==> src/rtl/dispatch_pkg.sv <==
// rtl/dispatch_pkg.sv - shared types and constants for the mode dispatch stage
//
// Contents:
//   dispatchState_e : dispatch FSM states (IDLE, SEND, DRAIN)
//   OPT_*           : op_type encodings
//   MODE_*          : execution mode encodings
//   targetOf()      : pipe selection for a decoded instruction
package dispatch_pkg;

    typedef enum logic [1:0] {
        IDLE  = 2'd0,
        SEND  = 2'd1,
        DRAIN = 2'd2
    } dispatchState_e;

    localparam logic [1:0] OPT_ARITH_REG = 2'b00;
    localparam logic [1:0] OPT_ARITH_IMM = 2'b01;
    localparam logic [1:0] OPT_MEM       = 2'b10;
    localparam logic [1:0] OPT_CTRL      = 2'b11;

    localparam logic MODE_SCALAR = 1'b0;
    localparam logic MODE_VECTOR = 1'b1;

    // Control instructions always execute on the scalar pipe.
    function automatic logic targetOf(input logic [1:0] opType, input logic mode);
        return (opType == OPT_CTRL) ? MODE_SCALAR : mode;
    endfunction

endpackage

==> src/rtl/dispatch_stats_counter.sv <==
// rtl/dispatch_stats_counter.sv - saturating event counter with enable
//
// Ports:
//   clk, rst : clock, asynchronous active-high reset
//   en       : count this cycle
//   count    : current value, sticks at all-ones
module dispatch_stats_counter #(
    parameter int W = 16
) (
    input  logic         clk,
    input  logic         rst,
    input  logic         en,
    output logic [W-1:0] count
);

    always_ff @(posedge clk or posedge rst) begin
        if (rst) begin
            count <= '0;
        end else if (en && (count != '1)) begin
            count <= count + W'(1);
        end
    end

endmodule

==> src/rtl/mode_dispatch_unit.sv <==
// rtl/mode_dispatch_unit.sv - one-entry dispatch buffer with mode/control ordering barriers
//
// Optional feature macro: DISPATCH_STATS_EN (adds STAT_W, sc_count, vc_count, stall_count).
//
// Ports:
//   clk, rst                  : clock, asynchronous active-high reset
//   in_valid/in_ready         : upstream instruction handshake
//   in_op_type/op_code/mode   : decoded instruction fields, in_instr payload
//   sc_valid/sc_ready         : scalar pipe handshake
//   vc_valid/vc_ready         : vector pipe handshake
//   out_instr/out_op_code     : buffered instruction shared by both pipes
//   sc_busy/vc_busy           : pipe has work in flight
//   cur_mode                  : mode of the last issued instruction
//   sc_count/vc_count/stall_count : issue and drain statistics (macro only)
module mode_dispatch_unit
    import dispatch_pkg::*;
#(
    parameter int INSTR_W = 32
`ifdef DISPATCH_STATS_EN
    , parameter int STAT_W = 16
`endif
) (
    input  logic               clk,
    input  logic               rst,
    input  logic               in_valid,
    output logic               in_ready,
    input  logic [1:0]         in_op_type,
    input  logic [3:0]         in_op_code,
    input  logic               in_mode,
    input  logic [INSTR_W-1:0] in_instr,
    output logic               sc_valid,
    input  logic               sc_ready,
    output logic               vc_valid,
    input  logic               vc_ready,
    output logic [INSTR_W-1:0] out_instr,
    output logic [3:0]         out_op_code,
    input  logic               sc_busy,
    input  logic               vc_busy,
    output logic               cur_mode
`ifdef DISPATCH_STATS_EN
    , output logic [STAT_W-1:0] sc_count
    , output logic [STAT_W-1:0] vc_count
    , output logic [STAT_W-1:0] stall_count
`endif
);

    dispatchState_e state;
    logic           bufTarget;
    logic           bufCtrl;

    logic issueHs;
    logic accept;
    logic inTarget;
    logic inCtrl;
    logic effMode;
    logic needDrain;
    logic barrierOk;

    assign issueHs  = (state == SEND) && (bufTarget ? vc_ready : sc_ready);
    assign in_ready = (state == IDLE) || issueHs;
    assign accept   = in_valid && in_ready;

    assign sc_valid = (state == SEND) && (bufTarget == MODE_SCALAR);
    assign vc_valid = (state == SEND) && (bufTarget == MODE_VECTOR);

    assign inTarget = targetOf(in_op_type, in_mode);
    assign inCtrl   = (in_op_type == OPT_CTRL);

    // A same-cycle reload must see the mode of the instruction issuing now.
    assign effMode   = issueHs ? bufTarget : cur_mode;
    assign needDrain = inCtrl || (inTarget != effMode);

    // While draining, cur_mode still names the pipe that ran the older work.
    always_comb begin
        barrierOk = 1'b0;
        if (bufCtrl) begin
            barrierOk = !sc_busy && !vc_busy;
        end else if (cur_mode == MODE_SCALAR) begin
            barrierOk = !sc_busy;
        end else begin
            barrierOk = !vc_busy;
        end
    end

    always_ff @(posedge clk or posedge rst) begin
        if (rst) begin
            state       <= IDLE;
            out_instr   <= '0;
            out_op_code <= '0;
            bufTarget   <= MODE_SCALAR;
            bufCtrl     <= 1'b0;
            cur_mode    <= MODE_SCALAR;
        end else begin
            if (issueHs) begin
                cur_mode <= bufTarget;
            end
            if (accept) begin
                out_instr   <= in_instr;
                out_op_code <= in_op_code;
                bufTarget   <= inTarget;
                bufCtrl     <= inCtrl;
                state       <= needDrain ? DRAIN : SEND;
            end else begin
                case (state)
                    SEND: begin
                        if (issueHs) begin
                            state <= IDLE;
                        end
                    end
                    DRAIN: begin
                        if (barrierOk) begin
                            state <= SEND;
                        end
                    end
                    default: state <= state;
                endcase
            end
        end
    end

`ifdef DISPATCH_STATS_EN
    dispatch_stats_counter #(.W(STAT_W)) uScCount (
        .clk   (clk),
        .rst   (rst),
        .en    (issueHs && (bufTarget == MODE_SCALAR)),
        .count (sc_count)
    );

    dispatch_stats_counter #(.W(STAT_W)) uVcCount (
        .clk   (clk),
        .rst   (rst),
        .en    (issueHs && (bufTarget == MODE_VECTOR)),
        .count (vc_count)
    );

    dispatch_stats_counter #(.W(STAT_W)) uStallCount (
        .clk   (clk),
        .rst   (rst),
        .en    (state == DRAIN),
        .count (stall_count)
    );
`endif

endmodule

==> config.mk <==
export PLATFORM = sky130hd
export DESIGN_NAME = mode_dispatch_unit
export DESIGN_NICKNAME = d
export VERILOG_FILES = /design/src/rtl/dispatch_pkg.sv /design/src/rtl/dispatch_stats_counter.sv /design/src/rtl/mode_dispatch_unit.sv
export SDC_FILE = /design/constraint.sdc
export NUM_CORES = 1
export LEC_CHECK = 0
export BUFFER_PORTS_ARGS = -buffer_cell sky130_fd_sc_hd__clkbuf_2
export CELL_PAD_IN_SITES_DETAIL_PLACEMENT = 2
export CELL_PAD_IN_SITES_GLOBAL_PLACEMENT = 2
export CORE_ASPECT_RATIO = 0.6
export CORE_MARGIN = 4
export CORE_UTILIZATION = 29
export DETAILED_ROUTE_END_ITERATION = 7
export GPL_TIMING_DRIVEN = 0
export PLACE_DENSITY = 0.86
export SYNTH_ARGS = -nofsm -noshare
export SYNTH_HDL_FRONTEND = slang
export SYNTH_SLANG_ARGS = --single-unit
export TNS_END_PERCENT = 100
==> constraint.sdc <==
create_clock -name clk -period 2 [get_ports clk]
set_input_delay 0.1 -clock clk [delete_from_list [all_inputs] [get_ports clk]]
set_output_delay 0.1 -clock clk [all_outputs]
set_load 0.005 [all_outputs]
==> results.ini, run 1 <==
[routing]
dr.pass1.iters=3
drtIter0Drc=22
wl_per_cell_um=16.5
wirelength_um=4870
antenna_left=0
drc_errors=0
vias=1297
vias_per_cell=4.41

[setup_path]
worst_setup_path_start_kind=flop
worstPathArrival_ns=1.81
path_max_fanout=7
required_ns=2.17
cp-end-kind=flop
critPathKind=flop to flop
critPathLaunch=state[0]$_DFFE_PP0P_
r2r-start=state[0]$_DFFE_PP0P_

[pwr]
seqPwrFrac=0.397
pwr-share-clk=0.179
switching_share=0.310
p_sw_uw=1210
power.density_nw_per_um2=1570
vdd_drop_max_uv=532
power.leakage_uw=0.00132
internal_power_uw=2690
power_frac_comb=0.424

[floorplanning]
rows=22
die_area_um2=7680
start_util=0.299
die_y_um=69.5
io_pins=86
coreArea_um2=6110
die-width_um=111

[timing]
fin_crit_sh=0.820
fmax_ghz=0.610
fin_crit_ns=1.64
rsz0062_at_grt=false
finalMaxSlewViolations=0
hold-worst-slack_ns=-0.0357
finalSetupViolations=0
finalSetupTns_ns=0
finalClockSkew_ns=0.00376
worstMarginPinSlew_ns=0.862
maxSlewHeadroom=0.424
final-hold-violation-count=41
worst_slack_ns=0.360

[clock_tree]
cts_buffer_depth=2
h-tree-depth=2
ctsResizeCount=0
cts_made_buffers=5
cts_setup_buffers=0
cts_tree=done
root_buffer=clkbuf_8
clkSinkCount=41
hold_buffers=0
insertion_delay_ns=0.29
clkTransAtPathRegs_ns=0.08

[logic_synthesis]
yosys-top-cells-area=dfrtp_1 56%, mux2_4 30%, buf_6 2.5%
async_flop_share=1.00
yosysTopAreaCell=dfrtp_1
synth_most_common_cell=dfrtp_1
syn_area_um2=1830
syn_avg_cell_area_um2=15.6
synth-main-ff-cell=dfrtp_1
synth_cell_types=23
ys_warn_count=0
ys_top_cells_by_count=41 x dfrtp_1, 36 x mux2_4, 5 x nand2_1
synthesis.nets=163
synth_edf_count=0
ys_seq_area_frac=0.561
ys_ff_latch=41
synth_cells=117
synth_top_cell_area_share=0.561

[global_routing]
grt_pass1_vias=1538
grt_overflow=0
grt_max_degree=42
grt_pass1_wl_um=8330
antenna_found_initial=0
grt_usage=0.135

[min_path]
min_path_type=primary input to async pin

[placed_design]
pre_cts_ws_ns=0.361
gp_congestion=0.712
place_hpwl_um=3890
portBuffers=85

[outcome]
status=finished, violations left
violations=negative hold slack

[run]
cap_violations=0

[final_layout]
area_growth_pct=35.6
final_nets=255
drive_gt1_frac=0.657
diodes=0

-- registers in the layout, summed over array words and instances, names as in the netlist --
register	flops
bufCtrl	1
bufTarget	1
cur_mode	1
out_instr	32
out_op_code	4
state	2
-- through the flow --
stage          cells  instance area, um2  utilization  total power [uW]
3_3_place_gp     286                2360        0.386              3170
4_1_cts          294                2480        0.406              3980
3_5_place_dp     286                2360        0.386              3250
2_1_floorplan    117                1830            -              2540
6_report         294                2480        0.406              3900
5_1_grt          294                2480        0.406              4200
-- logic make-up (layout without fill, tap and decap cells) --
family | Yosys count | count (layout) | synth area share
compound gates | 16 | 16 | 0.0595
buf+inv | 8 | 101 | 0.0328
mux | 36 | 36 | 0.295
simple gates | 16 | 16 | 0.0513
flops | 41 | 41 | 0.561
-- metal layers --
metal / global-route usage / up-vias / wire length, um
li1: - / 599 / -
met1: 0.177 / 645 / 2210
met2: 0.222 / 48 / 2330
met3: 0.0340 / 5 / 280
met4: 0.0369 / 0 / 43
met5: 0 / - / 0
-- cells in the final DEF (no fill, tap or decap) --
cell        synthesis  layout
a21oi_1             3       3
a311o_2             1       1
a31oi_1             2       2
a32oi_1             1       1
and2_2              1       1
buf_6               4       4
bufinv_16           0       1
clkbuf_2            0      85
clkbuf_8            0       6
clkinvlp_4          0       1
dfrtp_1            41      41
inv_1               4       3
inv_2               0       1
mux2_4             36      36
nand2_1             5       5
nand2b_1            2       2
nand2b_4            1       1
nand3_1             1       1
nor2_1              2       2
nor2b_1             1       1
o2111ai_1           1       1
o21a_1              1       1
o21ai_0             4       4
o221ai_1            1       1
o22ai_1             1       1
o311a_1             1       1
or3_1               2       2
or4b_2              1       1
-- path summary, 6_finish.rpt --
kind | endpoint | slack, ns | depth (start not counted)
max | state[1]$_DFFE_PP0P_ | 0.36 | 4
min | out_instr[21]$_DFFE_PP0P_ | -0.04 | 2
max reg2reg | state[1]$_DFFE_PP0P_ | 0.36 | 4
min reg2reg | out_instr[28]$_DFFE_PP0P_ | 0.52 | 1
max in group asynchronous | state[0]$_DFFE_PP0P_ | 1.48 | 2
min in group clk | out_instr[23]$_DFFE_PP0P_ | 0.03 | 2
-- critical path, stage by stage (launching register included) --
cell	delay, ns
dfrtp_1	0.45
or4b_2	0.68
o311a_1	0.16
a21oi_1	0.14
a31oi_1	0.10
-- power by group through the flow --
stage	logic [uW]	clock network [uW]	registers, uW
2_1_floorplan	1010	0	1530
3_3_place_gp	1640	0	1530
3_5_place_dp	1700	0	1560
4_1_cts	1700	721	1550
5_1_grt	1810	769	1620
6_report	1650	698	1550
-- area by class of cell --
class	instances	area, um2
tap	84	105
timing repair buffer	85	425
sequential	41	1030
buffer	4	45.0
inverter	4	15.0
multi-input combinational	68	743
clock buffer	6	82.6
fill	657	3630
clock inverter	2	37.5
Power figures use the tool's default switching activity.
==> run 2, diff against run 1 <==
--- a/config.mk
+++ b/config.mk
@@ -10,10 +10,10 @@
 export CELL_PAD_IN_SITES_GLOBAL_PLACEMENT = 2
 export CORE_ASPECT_RATIO = 0.6
 export CORE_MARGIN = 4
-export CORE_UTILIZATION = 29
+export CORE_UTILIZATION = 26
 export DETAILED_ROUTE_END_ITERATION = 7
 export GPL_TIMING_DRIVEN = 0
-export PLACE_DENSITY = 0.86
+export PLACE_DENSITY = 0.82
 export SYNTH_ARGS = -nofsm -noshare
 export SYNTH_HDL_FRONTEND = slang
 export SYNTH_SLANG_ARGS = --single-unit
==> constraint.sdc (replaced) <==
create_clock -name clk -period 1.45 [get_ports clk]
set_input_delay 0.0725 -clock clk [delete_from_list [all_inputs] [get_ports clk]]
set_output_delay 0.0725 -clock clk [all_outputs]
set_load 0.005 [all_outputs]
==> run 2 against run 1 <==
The run ends with negative hold slack, negative setup slack left; first-iteration DRC count is 18% higher; register-to-register slack worse by 0.54 ns; fmax is 0.79% higher; sequential cell count stayed put.
==> results.ini, run 2 (synthesis results as in run 1) <==
[outcome]
violations=negative hold slack, negative setup slack
status=finished, violations left

[setup_path]
crit_family=compound AO/OA/AOI/OAI gates
slowest_stage=a311o_2
r2r-start=bufTarget$_DFFE_PP0P_
required_ns=1.60
critPathLaunch=bufTarget$_DFFE_PP0P_
rr_worst_depth=4
worst_setup_path_start_kind=flop
critPathBufInv=1
critPathKind=flop to flop
cp-end-kind=flop
slowest_delay_ns=0.44
path_depth=4
worstPathArrival_ns=1.78
crit_chain=nand2b_4 > a311o_2 > buf_6 > mux2_4
path_max_fanout=10

[floorplanning]
die_y_um=73.0
die_area_um2=8490
rows=23
start_util=0.270
coreArea_um2=6760
io_pins=86
die-width_um=116

[final_layout]
final_common_cell=clkbuf_2
largest_reg_flops=32
drive_gt1_frac=0.707
top_register=out_instr
area_growth_pct=42.9
final_util=0.386
reg.largest.list=out_instr: 32 flops, out_op_code: 4 flops, state: 2 flops
final_nets=261
nFillCells=716
diodes=0
final_cell_mix=85 x clkbuf_2, 38 x dfrtp_1, 36 x mux2_4

[pwr]
total_power_uw=5750
seqPwrFrac=0.377
internal_power_uw=4000
power_frac_comb=0.438
switching_share=0.305
power.density_nw_per_um2=2200
p_sw_uw=1750
vdd_drop_max_uv=798
power.leakage_uw=0.00138
pwr-share-clk=0.185

[global_routing]
grt_overflow=0
grt_pass1_wl_um=7610
grt_pass1_vias=1491
grt_max_degree=42
antenna_found_initial=0
grt_usage=0.118

[timing]
finalClockSkew_ns=0.00381
worstMarginPinSlew_ns=0.857
maxSlewHeadroom=0.428
worst_slack_ns=-0.178
finalSetupViolations=39
rsz0062_at_grt=true
fin_crit_sh=1.12
finalMaxSlewViolations=0
fin_crit_ns=1.63
fmax_ghz=0.614
hold-worst-slack_ns=-0.0354
final-hold-violation-count=41

[placed_design]
portBuffers=85
place_hpwl_um=3800
gp_congestion=0.735

[run]
cap_violations=0

[clock_tree]
clkSinkCount=41
h-tree-depth=2
insertion_delay_ns=0.27
root_buffer=clkbuf_16
cts_buffer_depth=2
cts_made_buffers=5
clkTransAtPathRegs_ns=0.06
cts_tree=done
hold_buffers=0

[routing]
drc_errors=0
vias=1320
wl_per_cell_um=16.3
antenna_left=0
drtIter0Drc=26
wirelength_um=4940
vias_per_cell=4.37
dr.pass1.iters=4

[min_path]
min_path_type=primary input to async pin

==> run 2: cell count changes in the layout (fill, tap and decap cells not counted), moves of 2 or more <==
cell,change
buf_4,+6
clkbuf_16,+5
clkbuf_8,-5
a21oi_1,-3
dfrtp_1,-3
dfrtp_2,+3
a21oi_2,+2
==> run 2: power by group through the flow <==
stage               logic [uW]  clock network, uW  registers [uW]
detailed placement        2340                  0            2150
global placement          2270                  0            2110
finish                    2520               1070            2170
CTS                       2390               1110            2150
floorplan                 1400                  0            2110
global route              2750               1170            2260
==> run 2: layout make-up <==
type	instances	area, um2	share of cell area
Clock buffer	7	143	0.0546
Multi-Input combinational cell	68	798	0.305
Tap cell	87	109	0.0416
Sequential cell	41	1030	0.394
Inverter	4	15.0	0.00574
Buffer	4	48.8	0.0187
Timing Repair Buffer	91	470	0.180
==> run 2: per-stage QoR <==
stage	setup TNS (ns)	hold WS, ns	instance area, um2	setup slack (ns)	instances
after floorplan	-2.96	0.209	1830	-0.0843	117
after global placement	-13.46	0.304	2370	-0.192	289
after detailed placement	-7.05	0.311	2370	-0.202	289
after CTS	-6.76	0.00917	2530	-0.199	298
after global routing	-7.37	0.0217	2610	-0.203	302
final	-5.92	-0.0354	2610	-0.178	302
==> run 2: timing repair <==
action                     in CTS  in global routing
pin swaps                       3                  3
resized for setup               1                 13
setup endpoints to repair      40                 41
buffers inserted                2                  4
==> run 2: worst paths after layout <==
path / slack (ns) / endpoint
max in group asynchronous: 0.89 / cur_mode$_DFF_PP0_
setup reg to reg: -0.18 / out_instr[27]$_DFFE_PP0P_
setup / recovery: -0.18 / out_instr[27]$_DFFE_PP0P_
min in group clk: 0.03 / out_instr[13]$_DFFE_PP0P_
hold / removal: -0.04 / out_instr[26]$_DFFE_PP0P_
hold reg to reg: 0.51 / out_op_code[0]$_DFFE_PP0P_
==> run 2: layer usage <==
metal	vias to the layer above	track usage	wire [um]
li1	613	-	-
met1	648	0.161	2310
met2	55	0.186	2250
met3	4	0.0439	345
met4	0	0.0116	25
met5	-	0	0
